File: config.mk
export PLATFORM = sky130hd
export DESIGN_NAME = sms_line_doubler_flat
export DESIGN_NICKNAME = d
export VERILOG_FILES = /design/src/rtl/vdp_pkg.sv /design/src/rtl/sms_line_doubler_if.sv /design/src/rtl/sms_line_doubler_line_ram.sv /design/src/rtl/sms_line_doubler.sv /design/src/flat_wrapper.sv
export SDC_FILE = /design/constraint.sdc
export NUM_CORES = 2
export LEC_CHECK = 0
export BUFFER_PORTS_ARGS = -buffer_cell sky130_fd_sc_hd__buf_4
export CAP_MARGIN = 20
export CORE_UTILIZATION = 40
export DETAILED_ROUTE_END_ITERATION = 8
export HOLD_SLACK_MARGIN = 0.06
export SLEW_MARGIN = 20
export SYNTH_ARGS = -nofsm -noshare
export SYNTH_HDL_FRONTEND = slang
export SYNTH_SLANG_ARGS = --single-unit
File: constraint.sdc
create_clock -name clk -period 4.75 [get_ports clk]
set_input_delay 0.95 -clock clk [delete_from_list [all_inputs] [get_ports clk]]
set_output_delay 0.95 -clock clk [all_outputs]
set_load 0.02 [all_outputs]
File: src/rtl/vdp_pkg.sv
// Shared constants, pixel type and state encodings for the SMS line doubler.
package vdp_pkg;

    localparam int SMS_W    = 256;
    localparam int SMS_H    = 192;
    localparam int H_BORDER = 64;
    localparam int V_BORDER = 48;

    // SMS pixel as delivered by the VDP: 2 bits per component, blue in the MSBs.
    typedef struct packed {
        logic [1:0] b;
        logic [1:0] g;
        logic [1:0] r;
    } sms_color_t;

    // Fill FSM: waiting for a line request, or capturing a scanline.
    typedef enum logic {
        IDLE,
        FILL
    } fill_state_t;

    // What the registered display stage shows for the current pixel.
    typedef enum logic [1:0] {
        REG_BLANK,
        REG_BORDER,
        REG_PICTURE
    } region_t;

    // Replicate a 2-bit component into 4 bits so full scale maps to 4'hF.
    function automatic logic [3:0] expand2(input logic [1:0] c);
        return {c, c};
    endfunction

endpackage

File: src/rtl/sms_line_doubler_if.sv
// Scanline handshake between the line doubler (master, issues requests)
// and the VDP pixel pipeline (slave, streams the requested line).
interface sms_line_doubler_if;
    import vdp_pkg::*;

    logic       line_req;
    logic [7:0] line_num;
    logic       pix_valid;
    sms_color_t pix_data;
    logic       pix_ready;

    modport master (
        output line_req,
        output line_num,
        output pix_ready,
        input  pix_valid,
        input  pix_data
    );

    modport slave (
        input  line_req,
        input  line_num,
        input  pix_ready,
        output pix_valid,
        output pix_data
    );

endinterface

File: src/rtl/sms_line_doubler_line_ram.sv
// Two-bank scanline store: one write port, one registered read port.
// Address MSB selects the bank, the low bits select the pixel.
module line_ram
    import vdp_pkg::*;
#(
    parameter int DEPTH = vdp_pkg::SMS_W,
    parameter int AW    = $clog2(DEPTH) + 1
) (
    input  logic          clk,
    input  logic          we,
    input  logic [AW-1:0] waddr,
    input  sms_color_t    wdata,
    input  logic [AW-1:0] raddr,
    output sms_color_t    rdata
);

    sms_color_t mem [2*DEPTH];
    sms_color_t rdata_q;

    // Write port.
    // NOTE: the array has no reset so the tools can map it onto block RAM;
    // unwritten entries simply show stale pixels.
    always_ff @(posedge clk) begin
        if (we) begin
            mem[waddr] <= wdata;
        end
    end

    // Synchronous read port, one cycle of latency.
    // NOTE: non-blocking assignment keeps every flop sampling pre-edge values,
    // so ordering between always_ff blocks can never change the result.
    always_ff @(posedge clk) begin
        rdata_q <= mem[raddr];
    end

    assign rdata = rdata_q;

endmodule

File: src/rtl/sms_line_doubler.sv
// Scanline ping-pong buffer and 2x scaler: requests one SMS line per two VGA
// rows, captures it into the idle bank, and replays the other bank with each
// pixel and each line doubled, centred in the frame with a backdrop border.
module sms_line_doubler
    import vdp_pkg::sms_color_t;
    import vdp_pkg::fill_state_t;
    import vdp_pkg::IDLE;
    import vdp_pkg::FILL;
    import vdp_pkg::region_t;
    import vdp_pkg::REG_BLANK;
    import vdp_pkg::REG_BORDER;
    import vdp_pkg::REG_PICTURE;
    import vdp_pkg::expand2;
#(
    parameter int H_BORDER = vdp_pkg::H_BORDER,
    parameter int V_BORDER = vdp_pkg::V_BORDER,
    parameter int SMS_W    = vdp_pkg::SMS_W,
    parameter int SMS_H    = vdp_pkg::SMS_H
) (
    input  logic       clk,
    input  logic       rst,
    input  logic [8:0] row,
    input  logic [9:0] col,
    input  logic       hsync_in,
    input  logic       vsync_in,
    input  logic [5:0] border_color,
    sms_line_doubler_if.master pix_if,
    output logic [3:0] vga_r,
    output logic [3:0] vga_g,
    output logic [3:0] vga_b,
    output logic       hsync_out,
    output logic       vsync_out,
    output logic       underrun,
    output logic       overrun
);

    localparam int IDX_W = $clog2(SMS_W);
    localparam int AW    = IDX_W + 1;

    localparam logic [9:0]       REQ_FIRST = 10'(V_BORDER - 2);
    localparam logic [9:0]       REQ_LAST  = 10'(V_BORDER + 2*SMS_H - 4);
    localparam logic [9:0]       PIC_TOP   = 10'(V_BORDER);
    localparam logic [9:0]       PIC_BOT   = 10'(V_BORDER + 2*SMS_H);
    localparam logic [9:0]       PIC_LEFT  = 10'(H_BORDER);
    localparam logic [9:0]       PIC_RIGHT = 10'(H_BORDER + 2*SMS_W);
    localparam logic [IDX_W-1:0] LAST_IDX  = IDX_W'(SMS_W - 1);

    logic [9:0] row_ext;
    assign row_ext = {1'b0, row};

    // Request tracking
    logic [8:0] row_q, row_d;
    logic       line_req_q, line_req_d;
    logic [7:0] line_num_q, line_num_d;

    // Fill FSM
    fill_state_t      state_q, state_d;
    logic [IDX_W-1:0] wr_idx_q, wr_idx_d;
    logic             bank_q, bank_d;
    logic             underrun_q, underrun_d;
    logic             overrun_q, overrun_d;
    logic             ram_we;

    // Display pipeline
    region_t    region_q, region_d;
    sms_color_t border_q, border_d;
    logic       hsync_q, hsync_d;
    logic       vsync_q, vsync_d;
    logic [AW-1:0] rd_addr;
    sms_color_t ram_rdata;
    logic       in_picture;

    // Request a line on the first cycle of each even row that precedes a
    // displayed line pair; the frame wrap to row 0 is outside the window.
    // NOTE: every always_comb output gets a default first, so no path can
    // leave it unassigned and infer a latch.
    always_comb begin
        row_d      = row;
        line_req_d = 1'b0;
        line_num_d = line_num_q;
        if ((row != row_q) && !row[0] &&
            (row_ext >= REQ_FIRST) && (row_ext <= REQ_LAST)) begin
            line_req_d = 1'b1;
            line_num_d = 8'((row_ext - REQ_FIRST) >> 1);
        end
    end

    // Fill FSM: capture one scanline into the bank picked by the request.
    always_comb begin
        state_d    = state_q;
        wr_idx_d   = wr_idx_q;
        bank_d     = bank_q;
        underrun_d = underrun_q;
        overrun_d  = overrun_q;
        ram_we     = 1'b0;
        case (state_q)
            IDLE: begin
                if (pix_if.pix_valid) begin
                    overrun_d = 1'b1;
                end
                if (line_req_q) begin
                    state_d  = FILL;
                    wr_idx_d = '0;
                    bank_d   = line_num_q[0];
                end
            end
            FILL: begin
                if (pix_if.pix_valid) begin
                    ram_we   = 1'b1;
                    wr_idx_d = wr_idx_q + 1'b1;
                    if (wr_idx_q == LAST_IDX) begin
                        state_d = IDLE;
                    end
                end
                // A new request aborts the current fill unless its final
                // pixel lands in this very cycle.
                if (line_req_q) begin
                    if (!(pix_if.pix_valid && (wr_idx_q == LAST_IDX))) begin
                        underrun_d = 1'b1;
                    end
                    state_d  = FILL;
                    wr_idx_d = '0;
                    bank_d   = line_num_q[0];
                end
            end
            default: state_d = IDLE;
        endcase
    end

    assign in_picture = (col >= PIC_LEFT) && (col < PIC_RIGHT) &&
                        (row_ext >= PIC_TOP) && (row_ext < PIC_BOT);

    // Classify the current pixel and form the read address of the display bank.
    always_comb begin
        region_d = REG_BLANK;
        rd_addr  = '0;
        border_d = sms_color_t'(border_color);
        hsync_d  = hsync_in;
        vsync_d  = vsync_in;
        if (hsync_in && vsync_in) begin
            if (in_picture) begin
                region_d = REG_PICTURE;
                rd_addr  = {1'((row_ext - PIC_TOP) >> 1),
                            IDX_W'((col - PIC_LEFT) >> 1)};
            end else begin
                region_d = REG_BORDER;
            end
        end
    end

    // All state flops, synchronous reset.
    always_ff @(posedge clk) begin
        if (rst) begin
            row_q      <= '0;
            line_req_q <= 1'b0;
            line_num_q <= '0;
            state_q    <= IDLE;
            wr_idx_q   <= '0;
            bank_q     <= 1'b0;
            underrun_q <= 1'b0;
            overrun_q  <= 1'b0;
            region_q   <= REG_BLANK;
            border_q   <= '0;
            hsync_q    <= 1'b0;
            vsync_q    <= 1'b0;
        end else begin
            row_q      <= row_d;
            line_req_q <= line_req_d;
            line_num_q <= line_num_d;
            state_q    <= state_d;
            wr_idx_q   <= wr_idx_d;
            bank_q     <= bank_d;
            underrun_q <= underrun_d;
            overrun_q  <= overrun_d;
            region_q   <= region_d;
            border_q   <= border_d;
            hsync_q    <= hsync_d;
            vsync_q    <= vsync_d;
        end
    end

    line_ram #(
        .DEPTH (SMS_W),
        .AW    (AW)
    ) u_line_ram (
        .clk   (clk),
        .we    (ram_we),
        .waddr ({bank_q, wr_idx_q}),
        .wdata (pix_if.pix_data),
        .raddr (rd_addr),
        .rdata (ram_rdata)
    );

    // Colour expansion of the registered region, aligned with the RAM output.
    always_comb begin
        vga_r = 4'h0;
        vga_g = 4'h0;
        vga_b = 4'h0;
        case (region_q)
            REG_PICTURE: begin
                vga_r = expand2(ram_rdata.r);
                vga_g = expand2(ram_rdata.g);
                vga_b = expand2(ram_rdata.b);
            end
            REG_BORDER: begin
                vga_r = expand2(border_q.r);
                vga_g = expand2(border_q.g);
                vga_b = expand2(border_q.b);
            end
            default: ;
        endcase
    end

    assign pix_if.line_req  = line_req_q;
    assign pix_if.line_num  = line_num_q;
    assign pix_if.pix_ready = (state_q == FILL);
    assign hsync_out        = hsync_q;
    assign vsync_out        = vsync_q;
    assign underrun         = underrun_q;
    assign overrun          = overrun_q;

endmodule
File: src/flat_wrapper.sv
// flat-port wrapper written by rule: the top's interface ports become plain ports
module sms_line_doubler_flat import vdp_pkg::sms_color_t; import vdp_pkg::fill_state_t; import vdp_pkg::IDLE; import vdp_pkg::FILL; import vdp_pkg::region_t; import vdp_pkg::REG_BLANK; import vdp_pkg::REG_BORDER; import vdp_pkg::REG_PICTURE; import vdp_pkg::expand2;
#(
    parameter int H_BORDER = vdp_pkg::H_BORDER,
    parameter int V_BORDER = vdp_pkg::V_BORDER,
    parameter int SMS_W    = vdp_pkg::SMS_W,
    parameter int SMS_H    = vdp_pkg::SMS_H
)
  (clk, rst, row, col, hsync_in, vsync_in, border_color, vga_r, vga_g, vga_b, hsync_out, vsync_out, underrun, overrun, pix_if_line_req, pix_if_line_num, pix_if_pix_ready, pix_if_pix_valid, pix_if_pix_data);
  sms_line_doubler_if pix_if_i ();
  input  logic clk;
  input  logic rst;
  input  logic [8:0] row;
  input  logic [9:0] col;
  input  logic hsync_in;
  input  logic vsync_in;
  input  logic [5:0] border_color;
  output logic [3:0] vga_r;
  output logic [3:0] vga_g;
  output logic [3:0] vga_b;
  output logic hsync_out;
  output logic vsync_out;
  output logic underrun;
  output logic overrun;
  output wire logic [$bits(pix_if_i.line_req)-1:0] pix_if_line_req;
  output wire logic [$bits(pix_if_i.line_num)-1:0] pix_if_line_num;
  output wire logic [$bits(pix_if_i.pix_ready)-1:0] pix_if_pix_ready;
  input wire logic [$bits(pix_if_i.pix_valid)-1:0] pix_if_pix_valid;
  input wire logic [$bits(pix_if_i.pix_data)-1:0] pix_if_pix_data;
  assign pix_if_line_req = pix_if_i.line_req;
  assign pix_if_line_num = pix_if_i.line_num;
  assign pix_if_pix_ready = pix_if_i.pix_ready;
  assign pix_if_i.pix_valid = pix_if_pix_valid;
  assign pix_if_i.pix_data = pix_if_pix_data;
  sms_line_doubler #(.H_BORDER(H_BORDER), .V_BORDER(V_BORDER), .SMS_W(SMS_W), .SMS_H(SMS_H)) u_core (.clk(clk), .rst(rst), .row(row), .col(col), .hsync_in(hsync_in), .vsync_in(vsync_in), .border_color(border_color), .pix_if(pix_if_i), .vga_r(vga_r), .vga_g(vga_g), .vga_b(vga_b), .hsync_out(hsync_out), .vsync_out(vsync_out), .underrun(underrun), .overrun(overrun));
endmodule
# Yosys cells after proc, flatten, opt, wreduce, memory -nomap -nowiden
# Memory sizes are Yosys's and may differ from the RTL's. A register that Yosys moved wholly into a read port is not among the register bits.
# Index checks and enable logic that the tools add are counted.
[word_totals]
output_inout_bits = 26
in_bits = 36
memories = 1
ramBits = 3072
elab_cells = 68
regBits = 40
[classes]
addsub = 4
bitwise_logic = 3
order_cmp = 6
eq_ne = 6
reduce_logical = 13
mux = 21
[mem_list]
columns = ["memory", "depth", "word_bits", "rd", "rd_ports_with_merged_regs", "wr", "line", "source"]
rows = [
  ["u_core.u_line_ram.mem", 512, 6, 1, 1, 1, "sms_line_doubler_line_ram.sv:17", "sms_color_t mem [2*DEPTH];"],
]
[ops]
columns = ["operator", "n"]
rows = [
  ["$mux 8", 3],
  ["$pmux 4 s2", 3],
  ["$ge 9x6->1 const B", 2],
  ["$mux 9", 2],
  ["$pmux 8 s2", 1],
  ["$ge 10x7->1 const B", 1],
  ["$lt 10x10->1 const B", 1],
  ["$mux 1", 10],
  ["$le 9x9->1 const B", 1],
  ["$lt 9x9->1 const B", 1],
  ["$ne 9x9->1", 1],
  ["$sub 9x6->9 const B", 1],
  ["$sub 9x7->9 const B", 1],
  ["$add 8x1->8 const B", 1],
  ["$eq 8x8->1 const B", 1],
  ["$logic_and 1x1->1", 8],
  ["$reduce_and 2->1", 2],
  ["$ne 3x2->1 const B", 1],
  ["$not 1->1", 3],
  ["$reduce_and 3->1", 1],
  ["$eq 2x1->1 const B", 1],
  ["$eq 2x2->1 const B", 1],
  ["$mux 2", 1],
  ["$ne 2x1->1 const B", 1],
  ["other kinds (4)", 4],
]

# Longest topological paths before layout
[depth]
depth_word = 6
ltp_mapped = 18
mapped_depth_nobuf = 12

# By module
# A second synthesis with hierarchy kept.
[hier_totals]
hier_cells = 6439
area_unflattened_um2 = 124333.0
[by_module_without_submodules]
columns = ["module", "n_inst", "cells_each", "area_each_um2"]
rows = [
  ["line_ram", 1, 6231, 122457.4],
  ["sms_line_doubler", 1, 208, 1875.5],
]

# Worst setup path after synthesis
# OpenSTA, ideal clock, no wires.
[synth_path]
kind = "input port to flip-flop"
from = "in col[6]"
to = "reg, netlist name u_core.u_line_ram.rdata[2]"
path_slack_ps = 656
path_buffers = 3
cell_stages = 15
setup_ps = 125
required_time_ps = 4625
arrival_ps = 3969
cell_sequence = "clkbuf_1 > inv_1 > ha_1 > nor2b_1 > o21ai_1 > nor3_2 > buf_2 > nand2_2 > clkbuf_1 > nor2_1 > or4_1 > a222oi_1 > o211ai_1 > a31oi_1 > nand3_1"
[synth_between]
elab_chain_len = 6
word_cells_on_any_way = 8
classes_between = "add/sub (1); order compare (2); mux (2); reduce/logical (3)"
[synth_rtl]
columns = ["element", "line", "source"]
rows = [
  ["from (decl)", "flat_wrapper.sv:14", "input logic [9:0] col;"],
  ["$ge 10x7->1 or $lt 10x10->1 (tied branches)", "sms_line_doubler.sv:130", "assign in_picture = (col >= PIC_LEFT) && (col < PIC_RIGHT) &&"],
  ["$logic_and 1x1->1 (2 in a row)", "sms_line_doubler.sv:130", ""],
  ["$logic_and 1x1->1", "sms_line_doubler.sv:131", "(row_ext >= PIC_TOP) && (row_ext < PIC_BOT);"],
  ["$mux 9 *", "sms_line_doubler.sv:141", "if (in_picture) begin"],
  ["$mux 9 *", "sms_line_doubler.sv:140", "if (hsync_in && vsync_in) begin"],
]
# Mark *: on every way between the ends. The rest lies on a longest branch, timed or not.
# A chain may end at the register's enable or synchronous reset.

# Worst setup path in the final report
[layout_path]
from = "in col[7]"
to = "reg, netlist name u_core.u_line_ram.rdata[5]"
[layout_between]
elab_chain_len = 6
word_cells_on_any_way = 8
classes_between = "add/sub (1); order compare (2); mux (2); reduce/logical (3)"
[layout_rtl]
columns = ["element", "line"]
rows = [
  ["$ge 10x7->1 or $lt 10x10->1 (tied branches)", "sms_line_doubler.sv:130"],
  ["$logic_and 1x1->1 (2 in a row)", "sms_line_doubler.sv:130"],
  ["$logic_and 1x1->1", "sms_line_doubler.sv:131"],
  ["$mux 9 *", "sms_line_doubler.sv:141"],
  ["$mux 9 *", "sms_line_doubler.sv:140"],
]
# Marked as above.

==> metrics.txt <==
row cnt=203; Finish-stage setup viols=0; Sw Ratio=approximately 22%; Final Max Tran Viols=0; Area growth syn-to-layout=18.4%; WL/cell=about 34 µm; PortBufs=61; Post-synth top cells=edfxtp_1 (3072), nand2_1 (858), nor2_1 (760); Resized Gates After CTS=1; overall routing resource usage=between 20% and 30%; Worst EP required=5560 ps; DRT Pass-1 Iters=6; max-cap violations=0; final wirelength=452000 µm; Mapped Area=roughly 120000 µm²; NetSw=~13000 µW; first-pass GRT wire length=619000 µm; FF+latch count, synth=roughly 3100; Post-DRT Antenna Nets=0; Reg clk slew, reported paths=roughly 80 ps; DR vias=about 80000; Avg Cell Area, Syn=15.4 µm²; root buf cell=clkbuf_16; crit-path max FO=8; I/O pin count=between 60 and 70; Vias/cell=a little over 6; CTS sink count=~3100; worst skew pair latency=920 ps; Die Span Y=about 560 µm; Cells after Synth=~8000; element type at the critical path start=input pin; Pwr per Cell Area=just under 400 nW/µm²; number of global-route vias before repair=approximately 77000; core area=307000 µm²; grt total ovfl=0; f_max=0.212 GHz; hold crit path type=in2reg; Hold EP=u_core.row_q[0]; Die ar.=311000 µm²; clock skew=around 50 ps; RSZ-0062 raised after global routing=false; initial core utilization=around two fifths; largest net degree at the start of global routing=approximately 170; Unique masters post-synth=87; FF-to-FF End=u_core.u_line_ram.mem[258][1]; Worst Setup End Kind=register; GP Congestion=roughly 0.98; share of cells above drive strength 1=between 20 and 25%; Worst Setup Path Type=in2reg; Min Clock Period, post-route=between 4000 and 5000 ps; critical path arrival=around 5500 ps; Area after DPL=about 140000 µm²; internal power=approximately 45000 µW; P_leak=just under 0.05 µW; status=complete, no violations; r2r worst-path depth=4; clock power share=42.2%; Fillers=26100; total CTS buffers=roughly 320; postcts setup bufs=0; Hold Path Origin=row[0]; Post-Layout Inst Area=between 100000 and 150000 µm²; Final Util=between 40% and 50%; Logic pwr share=under 10%; Synth Flop Type=edfxtp_1; Final Hold Fails=0; CTS Buffer Depth=4; synthesized netlist net count=between 8000 and 9000; Post-synth EDFFs=a little over 3000; worst reg2reg setup slack=approximately 920 ps; initial antenna violation count=30; VDD IR max=between 0.2 and 0.3 mV; Worst-Margin Slew=approximately 1200 ps; top cell type's share of synthesized area=roughly three quarters; DR iter-0 viols=13400; async set-or-reset flop fraction in the synthesized netlist=0%; Post-CTS Hold Buffers=0; Slew HR=between 20% and 30%; HPWL Detailed=a little under 300000 µm; area of the multi-input gates=~28000 µm²; count leader, synth=edfxtp_1; largest cells by area after synthesis=edfxtp_1 (75%), mux2i_1 (3.8%), nand2_1 (2.6%), mux4_2 (2.5%), nor2_1 (2.3%); synth warn=0; sequential share of the synthesized area=roughly 75%; Post-route DRC=0; final period utilization=around 100%; FF+latch area=just over 90000 µm²; H-tree lvl count=5; WHS Path Cells=2; DIE WIDTH=between 500 and 600 µm; sequential share of power=52.5%; RR Startpoint=u_core.bank_q; Nets=around 9000; TritonCTS clock tree=yes; cell taking the most area after synthesis=edfxtp_1
==> flip-flops by register name, summed over array words and instances, names as in the netlist <==
register	cells
u_core.bank_q	1
u_core.border_q	6
u_core.hsync_out	1
u_core.overrun	1
u_core.pix_if.line_num	8
u_core.pix_if.line_req	1
u_core.pix_if.pix_ready	1
u_core.region_q	2
u_core.row_q	9
u_core.u_line_ram.mem	3072
u_core.u_line_ram.rdata	6
u_core.underrun	1
u_core.vsync_out	1
u_core.wr_idx_q	8
==> through the flow <==
stage	setup slack (ps)	setup TNS [ps]	hold WS, ps	instances	power (µW)
global placement	-1610	-5710	462	12600	33800
global route	40.5	0	265	13100	58700
finish	23.6	0	262	13100	57600
floorplan	656	0	494	8003	31900
detailed placement	-964	-4090	464	12600	33800
CTS	116	0	234	13100	57600
==> metal layers <==
metal	up-vias	GRT usage [%]	share of wire, %
li1	32800	-	-
met1	41400	38.2	37
met2	5889	43.4	45
met3	1129	6.21	12
met4	24	15.3	6.0
met5	-	0	0.037
==> worst max-delay path: stages <==
cell,delay [ps]
buf_4,110
inv_1,310
buf_4,180
ha_1,140
nand2b_1,70
o31a_1,370
buf_12,170
buf_4,170
nor4_4,320
buf_12,180
nand2_1,210
nor2_2,480
o311ai_0,460
o21ai_0,210
nor3_1,70
a311oi_1,830
buf_4,240
nor4b_1,50
==> how the worst max path moves through the flow <==
stage / start / endpoint / slack (ps)
after CTS: col[3] / u_core.u_line_ram.rdata[4] / 120
after floorplan: col[6] / u_core.u_line_ram.rdata[2] / 660
after global routing: col[7] / u_core.u_line_ram.rdata[0] / 40
final: col[7] / u_core.u_line_ram.rdata[5] / 20
after global placement: col[7] / u_core.u_line_ram.rdata[4] / -1610
after detailed placement: col[7] / u_core.u_line_ram.rdata[5] / -960
==> power by group through the flow <==
stage / combinational [µW] / sequential [µW] / clock, µW
after global placement: 2910 / 30800 / 0
after detailed placement: 2940 / 30800 / 0
after global routing: 3070 / 30200 / 25400
after floorplan: 1070 / 30800 / 0
after CTS: 2950 / 30300 / 24400
final: 3040 / 30300 / 24300
==> cells by family (layout without fill, tap and decap cells) <==
group | Yosys count | after routing | synth area share [%]
DFF | 3118 | 3118 | 75.4
adders and majority gates | 9 | 9 | 0.0911
other | 0 | 16 | 0
AOI/OAI and AO/OA | 1399 | 1399 | 7.49
buffers and inverters | 578 | 1604 | 2.02
and+or+nand+nor | 2134 | 2134 | 7.32
xor gates and xnor gates | 20 | 20 | 0.142
muxes | 745 | 745 | 7.55
==> cell usage in the layout (no fill, tap or decap), types with 46 or more instances in the layout <==
cell | Yosys | routed
nor3_1 | 67 | 63
clkbuf_1 | 269 | 62
edfxtp_1 | 3072 | 3072
a21oi_1 | 336 | 335
mux2_2 | 139 | 139
nand2_1 | 858 | 843
o211ai_1 | 50 | 50
o221ai_1 | 84 | 84
clkinv_1 | 2 | 68
mux4_2 | 136 | 136
a22oi_1 | 48 | 48
a31oi_1 | 100 | 100
nand3_1 | 225 | 218
clkinv_2 | 0 | 55
nand4_1 | 60 | 60
buf_12 | 0 | 152
mux2i_1 | 469 | 469
nor2_1 | 760 | 749
o21ai_0 | 231 | 231
clkbuf_16 | 0 | 325
a211oi_1 | 72 | 71
a221oi_1 | 49 | 49
buf_4 | 18 | 861
o22ai_1 | 168 | 168
dfxtp_1 | 46 | 46
==> cell type report <==
class                      count  share of cell area (%)
timing repair buffer        1021                    6.58
inverter                      23                  0.0616
tap                         4100                    3.51
clock inverter               172                    1.01
antenna                       16                  0.0274
multi-input combinational   4307                    19.4
sequential                  3118                    63.7
clock buffer                 388                    5.73
(Power assumes the default switching activity.)
